[src/rtl/bitcell_array_ctrl.sv]
`default_nettype none
// ============================================================================
//  Module   : bitcell_array_ctrl
//  Purpose  : Request sequencer for an SR-latch bitcell array. It decodes the
//             word address to a one-hot row select and drives a
//             setup / write-pulse / hold sequence. Select and data are always
//             stable around the rw pulse. Read data or a write acknowledge is
//             returned as a one-cycle response pulse.
//  Option   : VERIFY_WRITE_EN -- writes read back the row after HOLD and
//             flag rsp_err on mismatch.
//  Revision : 1.0 - initial release
// ============================================================================
module bitcell_array_ctrl #(
  parameter int ADDR_W       = 2,
  parameter int DATA_W       = 4,
  parameter int WRITE_CYCLES = 2   // 1..15
) (
  input  logic                   clk,
  input  logic                   rst_n,
  input  logic                   req_valid,
  output logic                   req_ready,
  input  logic                   req_we,
  input  logic [ADDR_W-1:0]      req_addr,
  input  logic [DATA_W-1:0]      req_wdata,
  output logic                   rsp_valid,
  output logic [DATA_W-1:0]      rsp_rdata,
  output logic                   rsp_err,
  output logic [2**ADDR_W-1:0]   cell_sel,
  output logic                   cell_rw,
  output logic [DATA_W-1:0]      cell_data,
  input  logic [DATA_W-1:0]      cell_out
);

  localparam int               WORDS    = 2**ADDR_W;
  localparam logic [3:0]       CNT_LOAD = 4'(WRITE_CYCLES - 1);
  localparam logic [WORDS-1:0] SEL_ONE  = {{(WORDS-1){1'b0}}, 1'b1};

  typedef enum logic [2:0] {
    S_IDLE   = 3'd0,
    S_SETUP  = 3'd1,
    S_WRITE  = 3'd2,
    S_HOLD   = 3'd3,
    S_SAMPLE = 3'd4,
    S_RESP   = 3'd5
`ifdef VERIFY_WRITE_EN
    ,
    S_VERIFY = 3'd6
`endif
  } state_t;

  state_t            state_q, state_d;
  logic [WORDS-1:0]  cell_sel_q, cell_sel_d;
  logic              cell_rw_q, cell_rw_d;
  logic [DATA_W-1:0] cell_data_q, cell_data_d;
  logic [3:0]        cnt_q, cnt_d;
  logic              we_q, we_d;
  logic              rsp_valid_q, rsp_valid_d;
  logic [DATA_W-1:0] rsp_rdata_q, rsp_rdata_d;
`ifdef VERIFY_WRITE_EN
  logic [DATA_W-1:0] wdata_q, wdata_d;
  logic              rsp_err_q, rsp_err_d;
`endif

  // Next-state and next-output logic. Every array-facing output is computed
  // one cycle ahead so that it can be registered and change only on an edge.
  always_comb begin
    state_d     = state_q;
    cell_sel_d  = cell_sel_q;
    cell_rw_d   = 1'b0;
    cell_data_d = cell_data_q;
    cnt_d       = cnt_q;
    we_d        = we_q;
    rsp_valid_d = 1'b0;
    rsp_rdata_d = rsp_rdata_q;
`ifdef VERIFY_WRITE_EN
    wdata_d     = wdata_q;
    rsp_err_d   = 1'b0;
`endif
    case (state_q)
      S_IDLE: begin
        if (req_valid) begin
          state_d     = S_SETUP;
          we_d        = req_we;
          cell_sel_d  = SEL_ONE << req_addr;
          cell_data_d = req_we ? req_wdata : '0;
`ifdef VERIFY_WRITE_EN
          wdata_d     = req_wdata;
`endif
        end
      end
      S_SETUP: begin
        // rw rises only after sel/data have been stable for a full cycle
        if (we_q) begin
          state_d   = S_WRITE;
          cell_rw_d = 1'b1;
          cnt_d     = CNT_LOAD;
        end else begin
          state_d   = S_SAMPLE;
        end
      end
      S_WRITE: begin
        if (cnt_q == 4'd0) begin
          state_d   = S_HOLD;
        end else begin
          cnt_d     = cnt_q - 4'd1;
          cell_rw_d = 1'b1;
        end
      end
      S_HOLD: begin
`ifdef VERIFY_WRITE_EN
        // keep the row selected to read it back; stop driving write data
        state_d     = S_VERIFY;
        cell_data_d = '0;
`else
        state_d     = S_RESP;
        cell_sel_d  = '0;
        cell_data_d = '0;
        rsp_valid_d = 1'b1;
`endif
      end
`ifdef VERIFY_WRITE_EN
      S_VERIFY: begin
        state_d     = S_RESP;
        cell_sel_d  = '0;
        rsp_valid_d = 1'b1;
        rsp_err_d   = (cell_out != wdata_q);
      end
`endif
      S_SAMPLE: begin
        state_d     = S_RESP;
        cell_sel_d  = '0;
        cell_data_d = '0;
        rsp_valid_d = 1'b1;
        rsp_rdata_d = cell_out;
      end
      S_RESP: begin
        state_d = S_IDLE;
      end
      default: begin
        state_d     = S_IDLE;
        cell_sel_d  = '0;
        cell_data_d = '0;
      end
    endcase
  end

  // State and output registers; reset drops rw and select immediately.
  always_ff @(posedge clk or negedge rst_n) begin
    if (!rst_n) begin
      state_q     <= S_IDLE;
      cell_sel_q  <= '0;
      cell_rw_q   <= 1'b0;
      cell_data_q <= '0;
      cnt_q       <= 4'd0;
      we_q        <= 1'b0;
      rsp_valid_q <= 1'b0;
      rsp_rdata_q <= '0;
`ifdef VERIFY_WRITE_EN
      wdata_q     <= '0;
      rsp_err_q   <= 1'b0;
`endif
    end else begin
      state_q     <= state_d;
      cell_sel_q  <= cell_sel_d;
      cell_rw_q   <= cell_rw_d;
      cell_data_q <= cell_data_d;
      cnt_q       <= cnt_d;
      we_q        <= we_d;
      rsp_valid_q <= rsp_valid_d;
      rsp_rdata_q <= rsp_rdata_d;
`ifdef VERIFY_WRITE_EN
      wdata_q     <= wdata_d;
      rsp_err_q   <= rsp_err_d;
`endif
    end
  end

  assign req_ready = (state_q == S_IDLE);
  assign rsp_valid = rsp_valid_q;
  assign rsp_rdata = rsp_rdata_q;
  assign cell_sel  = cell_sel_q;
  assign cell_rw   = cell_rw_q;
  assign cell_data = cell_data_q;
`ifdef VERIFY_WRITE_EN
  assign rsp_err   = rsp_err_q;
`else
  assign rsp_err   = 1'b0;
`endif

endmodule
`default_nettype wire
[config.mk]
export PLATFORM = sky130hd
export DESIGN_NAME = bitcell_array_ctrl
export DESIGN_NICKNAME = d
export VERILOG_FILES = /design/src/rtl/bitcell_array_ctrl.sv
export SDC_FILE = /design/constraint.sdc
export NUM_CORES = 1
export LEC_CHECK = 0
export BUFFER_PORTS_ARGS = -buffer_cell sky130_fd_sc_hd__buf_2
export CAP_MARGIN = 20
export CORE_MARGIN = 4
export CORE_UTILIZATION = 48
export CTS_BUF_LIST = sky130_fd_sc_hd__clkbuf_4
export DETAILED_ROUTE_END_ITERATION = 7
export GPL_TIMING_DRIVEN = 1
export HOLD_SLACK_MARGIN = 0.05
export PLACE_DENSITY = 0.84
export SYNTH_ARGS = -nofsm -noshare
export SYNTH_HDL_FRONTEND = slang
export SYNTH_SLANG_ARGS = --single-unit
[constraint.sdc]
create_clock -name clk -period 1.7 [get_ports clk]
set_clock_uncertainty 0.1 [all_clocks]
set_input_delay 0.17 -clock clk [delete_from_list [all_inputs] [get_ports clk]]
set_output_delay 0.17 -clock clk [all_outputs]
set_load 0.05 [all_outputs]
==> impl_metrics.env, run 1 <==
export IMPL_worst_path_max_delay_cell="dfrtp_1"
export IMPL_synth_top_cell_by_area="dfrtp_1"
export IMPL_yosysUniqueCellTypes=33
export IMPL_fmax_ghz=0.627
export IMPL_rsz0062_at_grt="no"
export IMPL_fin_crit_sh_pct=93.8
export IMPL_crit_cells=4
export IMPL_drtIter0Drc=9
export IMPL_die_y_um=55.1
export IMPL_core_area_um2=2040
export IMPL_period_needed_ns=1.60
export IMPL_power_total_mw=2.70
export IMPL_crit_end="cnt_q[2]"
export IMPL_synth_nets=103
export IMPL_gp_congestion=0.783
export IMPL_critPathBufInv=1
export IMPL_vias_per_cell=5.19
export IMPL_cts_tree="built"
export IMPL_worst_ep_arrival_time_ns=1.72
export IMPL_power_frac_clock_pct=8.7
export IMPL_drive_above_1_share_pct=43.3
export IMPL_r2r_end="cnt_q[2]"
export IMPL_path_delay_family="simple AND/OR/NAND/NOR gates"
export IMPL_slowest_delay_ns=0.40
export IMPL_syn_instance_count=87
export IMPL_area_growth_pct=26.9
export IMPL_portBuffers=28
export IMPL_start_util_pct=52.1
export IMPL_dp_cells=144
export IMPL_fin_cells=154
export IMPL_crit_path_end_kind="flop"
export IMPL_synth_edf_count=0
export IMPL_dr_pass1_iters=4
export IMPL_internal_power_mw=1.41
export IMPL_p_leak_nw=0.727
export IMPL_drt_wirelength_per_cell_um=13.5
export IMPL_vias=800
export IMPL_wl_um=2090
export IMPL_setup_viol=0
export IMPL_grt_pass1_wl_um=3420
export IMPL_grt_max_degree=23
export IMPL_switching_share_pct=47.7
export IMPL_grt_pass1_vias=768
export IMPL_vdd_drop_max_v=0.00122
export IMPL_startpoint_type="flop"
export IMPL_die_area_um2=3030
export IMPL_fillers=167
export IMPL_insertedDiodeCount=0
export IMPL_hold_viol=0
export IMPL_die_x_um=55.1
export IMPL_synth_area_um2=1060
export IMPL_drv_slew=0
export IMPL_rows=16
export IMPL_cts_buffers=3
export IMPL_drtAntennaViolNets=0
export IMPL_clk_pin_slew_ns=0.12
export IMPL_cp_max_fo=4
export IMPL_post_route_drc_count=0
export IMPL_synth_top_area_share_pct=51.8
export IMPL_hp_class="in2reg"
export IMPL_final_nets=145
export IMPL_status="finished clean"
export IMPL_grt_remaining_overflow=0
export IMPL_synth_avg_cell_area_um2=12.2
export IMPL_ys_warnings_count=0
export IMPL_share_seq_of_total_power_pct=31.6
export IMPL_insertion_delay_ns=0.30
export IMPL_path_class="reg2reg"
export IMPL_synth_async_reset_ratio_pct=100
export IMPL_antenna_found_initial=0
export IMPL_ys_seq_area_share_pct=51.8
export IMPL_rrSetupSlack_ns=0.10
export IMPL_cts_htree_levels=1
export IMPL_synth_area_leaders="dfrtp_1 (52%), mux2_2 (12%), and3_1 (2.9%)"
export IMPL_dp_hpwl_um=1540
export IMPL_clockBufferDepth=2
export IMPL_track_usage_pct=16.1
export IMPL_p_comb_share_pct=59.6
export IMPL_clock_sinks=22
export IMPL_cp_required_ns=1.82
export IMPL_switchingPower_mw=1.29
export IMPL_ys_flop_type="dfrtp_1"
export IMPL_maxCapViolCount=0
export IMPL_synth_ff_latch_count=22
export IMPL_crit_reg2reg_launch="state_q[0]"
export IMPL_power_density_nw_per_um2=2000
export IMPL_reg2reg_depth=4
export IMPL_crit_path_cell_trace="or3b_1 -> or2_1 -> buf_4 -> o31ai_1"
export IMPL_startpoint="state_q[0]"
export IMPL_clock_root_buffer="clkbuf_4"
export IMPL_ios=30
export IMPL_finish_utilization_pct=66.1
[how the worst min path moves through the flow]
| stage | slack (ns) | cells past startpoint | from | end |
|---|---|---|---|---|
| after CTS | 0.11 | 3 | req_valid | we_q |
| after detailed placement | 0.06 | 1 | rst_n | rsp_rdata[0] |
| final | 0.11 | 3 | req_wdata[0] | cell_data[0] |
| after global routing | 0.12 | 3 | req_valid | we_q |
| after floorplan | -0.23 | 0 | rst_n | cell_data[0] |
| after global placement | 0.06 | 1 | rst_n | rsp_rdata[0] |
[through the flow]
step           setup WS, ns  hold WS (ns)  cell area (um2)  setup TNS [ns]
4_1_cts              0.0841         0.109             1350               0
5_1_grt              0.0441         0.115             1350               0
3_5_place_dp          0.109        0.0586             1260               0
3_3_place_gp          0.143        0.0577             1260               0
2_1_floorplan      -0.00442        -0.226             1070        -0.00442
6_report              0.105         0.109             1350               0
[cells by family (layout without fill, tap and decap cells)]
kind of cell,after synthesis,after routing,share of synthesized area (%)
DFF,22,22,51.8
buffers and inverters,8,48,4.71
adders and majority gates,2,2,2.35
AOI/OAI and AO/OA,8,8,5.53
muxes,15,15,16.1
and+or+nand+nor,31,31,19.2
other,1,1,0.353
[cells in the final DEF (no fill, tap or decap)]
cell type and count:
nor3_4 1, clkbuf_4 3, o211ai_1 2, inv_2 1, o21a_1 1, conb_1 1
or2_1 1, nor3b_1 2, dfrtp_1 22, or3b_1 1, nand2_1 5, o31ai_1 1
a21oi_2 1, buf_4 9, mux2i_1 1, and3b_1 2, nand4bb_1 1, nor3_1 1
nor3b_2 1, a21o_1 2, mux2_2 11, and3_1 5, nand3b_1 1, inv_1 2
buf_2 27, or4_1 2, nor2b_1 3, a21oi_1 1, nand2b_1 3, ha_1 2
nor2_1 2, dlygate4sd3_1 6, mux2_4 1, mux2_1 2
[repair_timing]
action                                  in CTS  in global routing
buffers inserted                             1                  0
hold buffers                                 6                  0
pin swaps                                    1                  1
endpoints found under the hold margin       27                  0
endpoints found under the setup margin       1                  1
gates resized for setup                      1                  1
[Yosys cell counts (2+ instances only)]
cell type / n
nor2_1: 2
o211ai_1: 2
mux2_1: 2
and3_1: 5
or4_1: 2
mux2_2: 11
inv_1: 3
a21o_1: 2
nand2b_1: 3
dfrtp_1: 22
ha_1: 2
buf_6: 2
nor2b_1: 3
and3b_1: 2
nand2_1: 5
nor3b_1: 2
[state kept, by name, summed over array words and instances (netlist names)]
name,flops
cell_data,4
cell_rw,1
cell_sel,4
cnt_q,4
rsp_rdata,4
rsp_valid,1
state_q,3
we_q,1
[power groups by stage]
stage / logic, mW / registers (mW) / clock network (mW)
global placement: 1.53 / 0.851 / 0
finish: 1.61 / 0.853 / 0.235
global route: 1.74 / 0.882 / 0.259
detailed placement: 1.57 / 0.865 / 0
CTS: 1.62 / 0.853 / 0.240
floorplan: 0.720 / 1.34 / 0
[layer usage]
metal	wire length [um]	track usage (%)	up-vias
met5	0	0	-
met4	15	6.07	0
met3	81	3.22	3
met2	1110	27.6	17
met1	879	19.8	395
li1	-	-	385
[tightest hold or removal path: cells and delay by family]
kind / cells / cell delay (ns)
multiplexers: 1 / 0.11
buffers and inverters: 1 / 0.07
AND/OR/NAND/NOR: 1 / 0.13
[area by class of cell]
class | count | area, um2 | area share, %
repair buffers | 42 | 263 | 19.5
clock buffers | 3 | 22.5 | 1.67
inverters | 3 | 11.3 | 0.834
flip-flops and latches | 22 | 551 | 40.8
well taps | 27 | 33.8 | 2.50
multi-input cells | 57 | 469 | 34.8
No activity file was read; power rests on OpenSTA's default activity.
==> run 2: changes to the inputs <==
--- a/config.mk
+++ b/config.mk
@@ -8,12 +8,12 @@
 export BUFFER_PORTS_ARGS = -buffer_cell sky130_fd_sc_hd__buf_2
 export CAP_MARGIN = 20
 export CORE_MARGIN = 4
-export CORE_UTILIZATION = 48
+export CORE_UTILIZATION = 37
 export CTS_BUF_LIST = sky130_fd_sc_hd__clkbuf_4
 export DETAILED_ROUTE_END_ITERATION = 7
 export GPL_TIMING_DRIVEN = 1
 export HOLD_SLACK_MARGIN = 0.05
-export PLACE_DENSITY = 0.84
+export PLACE_DENSITY = 0.69
 export SYNTH_ARGS = -nofsm -noshare
 export SYNTH_HDL_FRONTEND = slang
 export SYNTH_SLANG_ARGS = --single-unit
==> run 2 against run 1 <==
  * Routed wire length increased by 1.2%
  * Clock power grew 74%
  * Critical path depth fell by 1
  * Sequential power rose by 1%
  * Non-clock buffer count up 1
  * Fmax decreased by 1.6%
  * Flip-flop and latch count is the same
  * Setup slack worse by 0.027 ns
  * Final cell count increased by 3.9%
  * Sequential share of layout area shrank 1.3 points
  * Worst hold slack got worse by 0.0097 ns
  * Design area increased by 3.5%
  * Critical path type unchanged
==> impl_metrics.env, run 2 (synthesis gave the netlist of run 1 again) <==
export IMPL_cts_htree_levels=1
export IMPL_p_leak_nw=0.747
export IMPL_status="finished clean"
export IMPL_clockBufferDepth=2
export IMPL_drt_wirelength_per_cell_um=13.2
export IMPL_period_needed_ns=1.62
export IMPL_stdcell_area_um2=1400
export IMPL_layout_common_cells="buf_2 (27), dfrtp_1 (21), mux2_2 (11)"
export IMPL_ios=30
export IMPL_worst_path_max_delay_cell="or4_1"
export IMPL_insertedDiodeCount=0
export IMPL_rows=19
export IMPL_startpoint_type="flop"
export IMPL_vdd_drop_max_v=0.00151
export IMPL_crit_cells=3
export IMPL_grt_max_degree=23
export IMPL_clk_pin_slew_ns=0.13
export IMPL_worst_ep_arrival_time_ns=1.78
export IMPL_wl_um=2110
export IMPL_whs_path_depth=3
export IMPL_min_from="req_wdata[0]"
export IMPL_track_usage_pct=13.4
export IMPL_hold_ws_ns=0.0993
export IMPL_rsz0062_at_grt="no"
export IMPL_die_x_um=61.6
export IMPL_grt_pass1_wl_um=3680
export IMPL_hold_viol=0
export IMPL_power_total_mw=2.90
export IMPL_fmax_ghz=0.617
export IMPL_grt_pass1_vias=805
export IMPL_drv_slew=0
export IMPL_drive_above_1_share_pct=44.2
export IMPL_insertion_delay_ns=0.32
export IMPL_path_class="reg2reg"
export IMPL_die_area_um2=3800
export IMPL_vias_per_cell=4.90
export IMPL_rrSetupSlack_ns=0.08
export IMPL_slowest_delay_ns=0.52
export IMPL_drtIter0Drc=11
export IMPL_crit_path_end_kind="flop"
export IMPL_fin_cells=160
export IMPL_r2r_end="cnt_q[3]"
export IMPL_dr_pass1_iters=2
export IMPL_maxCapViolCount=0
export IMPL_cp_common_cell="or4_1"
export IMPL_final_nets=146
export IMPL_portBuffers=28
export IMPL_area_growth_pct=31.4
export IMPL_power_density_nw_per_um2=2070
export IMPL_hp_class="in2reg"
export IMPL_cts_tree="built"
export IMPL_setup_viol=0
export IMPL_path_delay_family="simple AND/OR/NAND/NOR gates"
export IMPL_pre_cts_ws_ns=0.105
export IMPL_gr_usage_met1_pct=15.9
export IMPL_grtUsageMet3_pct=5.24
export IMPL_cts_buffers=3
export IMPL_reg2reg_depth=3
export IMPL_antenna_found_initial=0
export IMPL_final_common_cell="buf_2"
export IMPL_dpl_cell_area_um2=1260
export IMPL_grt_remaining_overflow=0
export IMPL_start_util_pct=38.6
export IMPL_vias=784
export IMPL_clock_root_buffer="clkbuf_4"
export IMPL_cp_max_fo=6
export IMPL_fin_ws_ns=0.0781
export IMPL_crit_reg2reg_launch="state_q[2]"
export IMPL_post_route_drc_count=0
export IMPL_fin_crit_sh_pct=95.4
export IMPL_holdPathEnd="cell_data[0]"
export IMPL_core_area_um2=2760
export IMPL_crit_path_cell_trace="or4_1 -> or4_1 -> nand2_1"
export IMPL_critPathBufInv=0
export IMPL_die_y_um=61.6
export IMPL_gp_congestion=0.724
export IMPL_finish_utilization_pct=50.7
export IMPL_dp_cells=148
export IMPL_grt_busiest_layer="met2"
export IMPL_drtAntennaViolNets=0
export IMPL_clock_sinks=22
export IMPL_cp_required_ns=1.86
export IMPL_dp_hpwl_um=1520
export IMPL_tns_ns=0
export IMPL_grtUsageMet2_pct=22.1
run 2: changes by cell type in the layout (fill, tap and decap cells not counted), sizes merged:
cell    change
buf         +1
bufinv      +1
run 2: worst max path at each step:
| stage | startpoint | endpoint | slack (ns) |
|---|---|---|---|
| 3_3_place_gp | state_q[2] | cnt_q[3] | 0.15 |
| 3_5_place_dp | state_q[2] | cnt_q[3] | 0.11 |
| 2_1_floorplan | state_q[0] | cnt_q[0] | -0.004 |
| 4_1_cts | state_q[2] | req_ready | 0.006 |
| 6_report | state_q[2] | cnt_q[3] | 0.08 |
| 5_1_grt | cnt_q[0] | cnt_q[1] | 0.003 |
run 2: worst register-to-register path, cell delays in order (launching register included):
cell and delay (ns):
dfrtp_2 0.46, or4_1 0.53, or4_1 0.41, nand2_1 0.07
run 2: final cells by class:
cell class                      count  area (um2)
Tap cell                           31        38.8
Clock buffer                        3        22.5
Fill cell                         244        1360
Timing Repair Buffer               43         274
Sequential cell                    22         552
Inverter                            3        11.3
Multi-Input combinational cell     57         469
Clock inverter                      1        30.0
run 2: routing by layer:
metal | up-vias | wire length [um]
met5 | - | 0
met2 | 23 | 1020
met3 | 5 | 155
li1 | 389 | -
met1 | 367 | 908
met4 | 0 | 28
run 2: report_power, final:
group / internal [mW] / switching [mW]
logic: 0.618 / 1.00
registers: 0.738 / 0.127
clock network: 0.239 / 0.171
run 2: repair_timing:
item | in CTS | in global routing
hold buffers | 6 | 0
endpoints found under the hold margin | 27 | 0
buffers inserted | 1 | 1
gates resized for setup | 1 | 2
cloned | 0 | 0
endpoints found under the setup margin | 1 | 3
pin swaps | 1 | 2
